--- config.mk ---
export PLATFORM = sky130hd
export DESIGN_NAME = gate_response_misr
export DESIGN_NICKNAME = d
export VERILOG_FILES = /design/src/rtl/gate_response_misr.sv
export SDC_FILE = /design/constraint.sdc
export NUM_CORES = 1
export LEC_CHECK = 0
export ABC_AREA = 0
export CAP_MARGIN = 20
export CORE_UTILIZATION = 53
export CTS_CLUSTER_DIAMETER = 40
export CTS_CLUSTER_SIZE = 28
export DETAILED_ROUTE_END_ITERATION = 6
export PLACE_DENSITY = 0.86
export SLEW_MARGIN = 5
export SYNTH_ARGS = -nofsm -noshare
export SYNTH_HDL_FRONTEND = slang
export SYNTH_SLANG_ARGS = --single-unit
--- constraint.sdc ---
create_clock -name clk -period 5.6 [get_ports clk]
set_input_delay 1.68 -clock clk [delete_from_list [all_inputs] [get_ports clk]]
set_output_delay 1.68 -clock clk [all_outputs]
set_load 0.01 [all_outputs]
--- src/rtl/gate_response_misr.sv ---
// gate_response_misr: folds gate-model response vectors into a MISR over a
// programmed number of patterns, then compares against a golden signature.
// Optional macro MISR_XMASK_EN adds resp_mask to zero selected response bits.
module gate_response_misr #(
  parameter int              RESP_W = 10,
  parameter int              SIG_W  = 16,
  parameter logic [SIG_W-1:0] POLY  = 16'h1021,
  parameter logic [SIG_W-1:0] SEED  = 16'h0000,
  parameter int              CNT_W  = 16
) (
  input  logic              clk,
  input  logic              rst,
  input  logic              start,
  input  logic [CNT_W-1:0]  num_patterns,
  input  logic [SIG_W-1:0]  expected_sig,
  input  logic              resp_valid,
  input  logic [RESP_W-1:0] resp,
`ifdef MISR_XMASK_EN
  input  logic [RESP_W-1:0] resp_mask,
`endif
  output logic              resp_ready,
  output logic              busy,
  output logic              done,
  output logic              pass,
  output logic [SIG_W-1:0]  signature,
  output logic [CNT_W-1:0]  count
);

  typedef enum logic [1:0] {
    S_IDLE  = 2'd0,
    S_RUN   = 2'd1,
    S_CHECK = 2'd2,
    S_DONE  = 2'd3
  } state_t;

  state_t           state_q, state_d;
  logic [SIG_W-1:0] sig_q, sig_d;
  logic [CNT_W-1:0] cnt_q, cnt_d;
  logic [CNT_W-1:0] target_q, target_d;
  logic             pass_q, pass_d;
  logic             busy_q, busy_d;
  logic             done_q, done_d;

  logic [RESP_W-1:0] resp_eff;
  logic [SIG_W-1:0]  misr_next;
  logic [CNT_W-1:0]  cnt_inc;
  logic              accept;

  // Masked bits are forced to 0 so unknown outputs never reach the signature.
`ifdef MISR_XMASK_EN
  assign resp_eff = resp & ~resp_mask;
`else
  assign resp_eff = resp;
`endif

  assign resp_ready = (state_q == S_RUN);
  assign accept     = resp_valid && resp_ready;
  assign cnt_inc    = cnt_q + CNT_W'(1);

  // One MISR step: shift left, fold POLY back in when the MSB drops out, XOR response.
  always_comb begin
    misr_next = {sig_q[SIG_W-2:0], 1'b0} ^ (sig_q[SIG_W-1] ? POLY : '0) ^ SIG_W'(resp_eff);
  end

  // Next-state and datapath decode; registered status outputs follow the next state.
  always_comb begin
    state_d  = state_q;
    sig_d    = sig_q;
    cnt_d    = cnt_q;
    target_d = target_q;
    pass_d   = pass_q;
    case (state_q)
      S_IDLE, S_DONE: begin
        if (start) begin
          sig_d    = SEED;
          cnt_d    = '0;
          pass_d   = 1'b0;
          target_d = num_patterns;
          state_d  = (num_patterns == '0) ? S_CHECK : S_RUN;
        end
      end
      S_RUN: begin
        if (accept) begin
          sig_d = misr_next;
          cnt_d = cnt_inc;
          if (cnt_inc == target_q) state_d = S_CHECK;
        end
      end
      S_CHECK: begin
        pass_d  = (sig_q == expected_sig);
        state_d = S_DONE;
      end
      default: state_d = S_IDLE;
    endcase
    busy_d = (state_d == S_RUN) || (state_d == S_CHECK);
    done_d = (state_d == S_DONE);
  end

  // All state flops; reset discards any partial signature.
  always_ff @(posedge clk or posedge rst) begin
    if (rst) begin
      state_q  <= S_IDLE;
      sig_q    <= SEED;
      cnt_q    <= '0;
      target_q <= '0;
      pass_q   <= 1'b0;
      busy_q   <= 1'b0;
      done_q   <= 1'b0;
    end else begin
      state_q  <= state_d;
      sig_q    <= sig_d;
      cnt_q    <= cnt_d;
      target_q <= target_d;
      pass_q   <= pass_d;
      busy_q   <= busy_d;
      done_q   <= done_d;
    end
  end

  assign busy      = busy_q;
  assign done      = done_q;
  assign pass      = pass_q;
  assign signature = sig_q;
  assign count     = cnt_q;

endmodule

==> results_dict.tcl, run 1 <==
set metrics [dict create \
    synthesis.nets 371 \
    core_mm2 0.00557 \
    antenna_left 0 \
    track_usage 0.274 \
    grt_max_degree 54 \
    layout.nets 444 \
    synth_edf_count 0 \
    grt_pass1_wl_um 13100 \
    die_h_um 78.5 \
    p_int_mw 0.968 \
    h-tree-depth 2 \
    cap_violations 0 \
    clk_pin_slew_ns 0.09 \
    dr_wl_met2_um 3980 \
    syn_area_mm2 0.00310 \
    comb_power_share 0.491 \
    fillers 412 \
    slew_violations 0 \
    p_sw_mw 0.645 \
    seq_power_share 0.375 \
    drt-initial-drc-count 193 \
    setup_viol_count_final 0 \
    crit_type "input port to register" \
    endpoint_kind "register" \
    syn_area_per_cell_um2 9.66 \
    skew_ns 0.00483 \
    hold_viol 0 \
    ctsHoldBuffers 0 \
    rsz0062_at_grt "false" \
    synth_area_leaders "dfrtp_1, xor2_1, mux2_2" \
    drc 0 \
    setup_slack_ns 1.78 \
    outcome "complete, no violations" \
    clockPowerShare 0.134 \
    tns_ns 0 \
    switching_share 0.400 \
    port_buffers 81 \
    routed_wl_um 7940 \
    cts_resized 0 \
    n_antenna_cell 0 \
    syn_to_final_growth_pct 31.0 \
    post_cts_buffers 0 \
    async_flop_share 1.00 \
    yosys.cell_types.count 53 \
    num_rows 27 \
    fin_crit_ns 3.82 \
    highest_layer "met4" \
    wire_per_inst_um 17.0 \
    min_path_type "register to register" \
    cts_buffers 5 \
    p_leak_nw 1.72 \
    die_w_um 78.5 \
    wirelength_met1_um 3440 \
    io_pins 82 \
    clock_path_buffers 2 \
    power.density_mw_per_mm2 397 \
    grt_pass1_vias 2660 \
    worst_setup_path_start_kind "input port" \
    fmax_ghz 0.262 \
    overflow 0 \
    synthCells 321 \
    drtPass1Iterations 5 \
    vdd_ir_drop_max_v 0.000384 \
    min_period_over_period 0.682 \
    tightest_slew_ns 0.755 \
    pre_cts_ws_ns 1.68 \
    synthFlopType "dfrtp_1" \
    die_area_mm2 0.00616 \
    cp_max_fo 3 \
    cts_tree "done" \
    maxSlewHeadroom 0.496 \
    place_congestion 0.864 \
    yosysSeqAreaShare 0.428 \
    total_power_mw 1.61 \
    vias_per_cell 5.91 \
    cp.required_ns 5.80 \
    drive_gt1_frac 0.0964 \
    dp_hpwl_um 5810 \
    synth_top_area_share 0.428 \
    cp.arrival_ns 4.01 \
    met3_length_um 378 \
    initial_core_util 0.556 \
    synth_area_leader_cell "dfrtp_1" \
    vias 2755 \
    worst_skew_pair.late_latency_ns 0.30 \
    clock_sinks 53 \
    ys_seq_elements 53 \
    ys.warnings.count 0 \
    cts_root_buf "clkbuf_8" \
    antenna_found_initial 0 \
    hold-worst-slack_ns 0.497 \
]
[final cells by class]
class                      instances  area (um2)  area share
timing repair buffer              84         866       0.213
inverter                           6        22.5     0.00554
tap                               72        90.1      0.0222
clock buffer                       7        86.3      0.0213
sequential                        53        1330       0.326
multi-input combinational        244        1670       0.411
[routing by layer]
layer,GRT usage,vias to the layer above
li1,-,1292
met1,0.375,1342
met2,0.452,107
met3,0.0314,14
met4,0.0889,0
met5,0,-
[cells in the final DEF, fill, tap and decap left out, types with 2 or more instances in the layout]
cell	n
o21ai_1	4
a211oi_1	3
a22oi_1	2
nand2b_1	6
ha_1	4
o21ai_0	34
nor4_1	7
inv_1	5
and2_1	2
a21oi_1	7
mux2_2	16
nand2_1	35
nand4_1	7
o31ai_1	4
xnor2_1	12
clkbuf_8	6
a31oi_1	2
nand3_1	13
a22o_1	6
dfrtp_1	53
xor2_1	34
or3_1	2
nor2_1	14
nor3_1	3
nor4_2	2
clkdlybuf4s50_1	81
[Yosys cell counts (2+ instances only)]
master    instances
dfrtp_1          53
nand2_1          35
o21ai_0          34
xor2_1           34
mux2_2           16
nor2_1           14
nand3_1          13
xnor2_1          12
clkbuf_1          9
a21oi_1           7
buf_2             7
nand4_1           7
nor4_1            7
a22o_1            6
inv_1             6
nand2b_1          6
ha_1              4
o21ai_1           4
o31ai_1           4
a211oi_1          3
nor3_1            3
a22oi_1           2
a31oi_1           2
and2_1            2
nor4_2            2
or3_1             2
[power by group through the flow]
stage	Combinational [mW]	Sequential, mW	Clock (mW)
after global placement	0.694	0.602	0
after CTS	0.784	0.603	0.220
after global routing	0.870	0.619	0.236
after detailed placement	0.768	0.610	0
final	0.791	0.605	0.216
after floorplan	0.498	0.591	0
[cells by family (layout without fill, tap and decap cells)]
| kind of cell | Yosys count | after routing | share of synthesized area |
|---|---|---|---|
| compound gates | 73 | 73 | 0.148 |
| xor+xnor | 47 | 47 | 0.135 |
| fa+ha+maj | 4 | 4 | 0.0161 |
| buf+inv | 24 | 97 | 0.0335 |
| flops | 53 | 53 | 0.428 |
| mux | 16 | 16 | 0.0581 |
| simple gates | 104 | 104 | 0.182 |
[registers in the layout (all words and copies together), names as in the netlist]
register and flops:
busy 1, signature 16, target_q 16, state_q 2, pass 1, count 16, done 1
[through the flow]
step | util | instance area [um2] | cells
6_report | 0.729 | 4060 | 466
5_1_grt | 0.729 | 4060 | 466
4_1_cts | 0.725 | 4040 | 465
3_5_place_dp | 0.710 | 3960 | 458
3_3_place_gp | 0.705 | 3930 | 457
2_1_floorplan | - | 3100 | 321
[worst max-delay path: stages]
cell and delay, ns:
clkdlybuf4s50_1 0.48, nand2_1 0.09, or3_1 0.42, a311oi_1 0.28
nand3_1 0.14, nor4_2 0.45, a31o_1 0.25, ha_1 0.24
[worst paths after layout]
path                       cells past startpoint        from  slack, ns           end
max                                            8  resp_valid       1.78          busy
min                                            2        pass       0.50          pass
max reg2reg                                    9  state_q[1]       2.47          busy
min reg2reg                                    2        pass       0.50          pass
max in group asynchronous                      3         rst       3.40     count[12]
min in group asynchronous                      2         rst       1.69  signature[3]
Note: power is estimated with default switching activity, not from simulation.
==> inputs of run 2 (changes only) <==
CORE_UTILIZATION = 44   (was 53)
PLACE_DENSITY = 0.76   (was 0.86)
clock period = 3.5 ns   (was 5.6 ns; I/O delays follow)
==> run 2 against run 1 <==
Compared with the run above: worst hold slack improved by 0.0031 ns; sequential power rose by 59%; non-clock buffer count rose by 4; via count fell by 2.1%; die area rose by 20%; final area rose by 2.6%; clock power rose by 130%; clock-buffer cell count fell by 2; register-to-register slack got worse by 1.8 ns; largest power group unchanged.
==> results_dict.tcl, run 2 (synthesis gave the netlist of run 1 again) <==
set metrics [dict create \
    die_area_mm2 0.00739 \
    die_w_um 86.0 \
    pre_cts_ws_ns 0.158 \
    r2r_setup_slack_ns 0.70 \
    min_period_over_period 0.864 \
    cap_violations 0 \
    ff_latch_area_mm2 0.00133 \
    drt-initial-drc-count 189 \
    clockPowerShare 0.186 \
    routed_wl_um 7630 \
    vdd_ir_drop_max_v 0.000450 \
    reg2reg_from "count[2]" \
    met3_length_um 238 \
    io_pins 82 \
    clk_pin_slew_ns 0.10 \
    layout_common_cells "clkdlybuf4s50_1, dfrtp_1, nand2_1, o21ai_0, xor2_1" \
    post_cts_buffers 0 \
    fillers 568 \
    antenna_found_initial 0 \
    highest_layer "met4" \
    worst_setup_path_start_kind "input port" \
    maxSlewHeadroom 0.619 \
    layout.nets 448 \
    drc 0 \
    crit_path_max_incr_delay_ns 0.50 \
    fmax_ghz 0.331 \
    syn_to_final_growth_pct 34.3 \
    setup_viol_count_final 0 \
    die_h_um 86.0 \
    multiInputGateArea_mm2 0.00167 \
    ctsHoldBuffers 0 \
    n_antenna_cell 0 \
    initial_core_util 0.457 \
    outcome "complete, no violations" \
    seq_power_share 0.358 \
    place_congestion 0.905 \
    cp.buffers_inverters 1 \
    rr_worst_depth 7 \
    grt_max_degree 34 \
    core_mm2 0.00679 \
    tns_ns 0 \
    slew_violations 0 \
    p_sw_mw 1.01 \
    hold_viol 0 \
    power.density_mw_per_mm2 646 \
    overflow 0 \
    cp.required_ns 3.70 \
    final_util 0.613 \
    total_power_mw 2.69 \
    antenna_left 0 \
    wire_per_inst_um 15.4 \
    worst_skew_pair.late_latency_ns 0.31 \
    cts_buffers 5 \
    num_rows 30 \
    hold_path_depth 2 \
    crit_type "input port to register" \
    hold-worst-slack_ns 0.501 \
    port_buffers 81 \
    h-tree-depth 2 \
    layout_commonest_cell "clkdlybuf4s50_1" \
    min_path_type "register to register" \
    track_usage 0.220 \
    cp_top_family "simple AND/OR/NAND/NOR gates" \
    tightest_slew_ns 0.567 \
    p_leak_nw 1.76 \
    clock_sinks 53 \
    fin_crit_ns 3.02 \
    critical_path.slowest_cell "clkdlybuf4s50_1" \
    dp_hpwl_um 5890 \
    switching_share 0.375 \
    cp_cell_sequence "clkdlybuf4s50_1 > nand2_1 > or3_1 > a311oi_1 > nand3_1 > nor4_2 > a31o_1 > ha_1" \
    rsz0062_at_grt "false" \
    cts_root_buf "clkbuf_8" \
    drtPass1Iterations 4 \
    cp_max_fo 3 \
    clock_path_buffers 2 \
    path_depth 8 \
    grt_pass1_vias 2562 \
    startpoint "resp_valid" \
    p_int_mw 1.68 \
    vias 2697 \
    comb_power_share 0.456 \
    vias_per_cell 5.45 \
    cts_resized 0 \
    setup_slack_ns 0.477 \
    cp.arrival_ns 3.23 \
    endpoint_kind "register" \
    worst_hold_startpoint "pass" \
    wirelength_met1_um 3590 \
    drive_gt1_frac 0.110 \
    cts_tree "done" \
    skew_ns 0.00952 \
    grt_pass1_wl_um 12700 \
    dr_wl_met2_um 3700 \
]
-- run 2: final cells by class --
type,instances,share of cell area
inverter,6,0.00541
clock inverter,3,0.0165
sequential,53,0.318
timing repair buffer,88,0.213
tap,96,0.0288
clock buffer,5,0.0165
multi-input combinational,244,0.401
-- run 2: worst register-to-register path, cell delays in order (launching register included) --
cell      delay, ns
dfrtp_1        0.57
nand3_2        0.31
nor4_1         0.61
xnor2_1        0.20
o211ai_2       0.10
nor4_2         0.44
a31o_1         0.23
ha_1           0.23
-- run 2: worst paths after layout --
check | end
worst max-delay path | busy
worst min-delay path | pass
worst max register to register | busy
worst min register to register | pass
max in group asynchronous | count[5]
min in group asynchronous | signature[3]
-- run 2: power groups by stage --
stage,registers (mW),clock network [mW],logic [mW]
after global placement,0.968,0,1.20
after detailed placement,0.975,0,1.23
after global routing,0.986,0.537,1.37
after floorplan,0.945,0,0.797
final,0.964,0.499,1.23
after CTS,0.961,0.509,1.23
-- run 2: metal layers --
layer  GRT usage  vias up
met5           0        -
met4      0.0773        0
met3      0.0241       10
met2       0.351       63
met1       0.311     1316
li1            -     1308
-- run 2: metrics by stage --
stage / std cells / instance area (um2)
3_5_place_dp: 487 / 4030
4_1_cts: 495 / 4170
5_1_grt: 495 / 4170
6_report: 495 / 4170
3_3_place_gp: 487 / 4030
2_1_floorplan: 321 / 3100
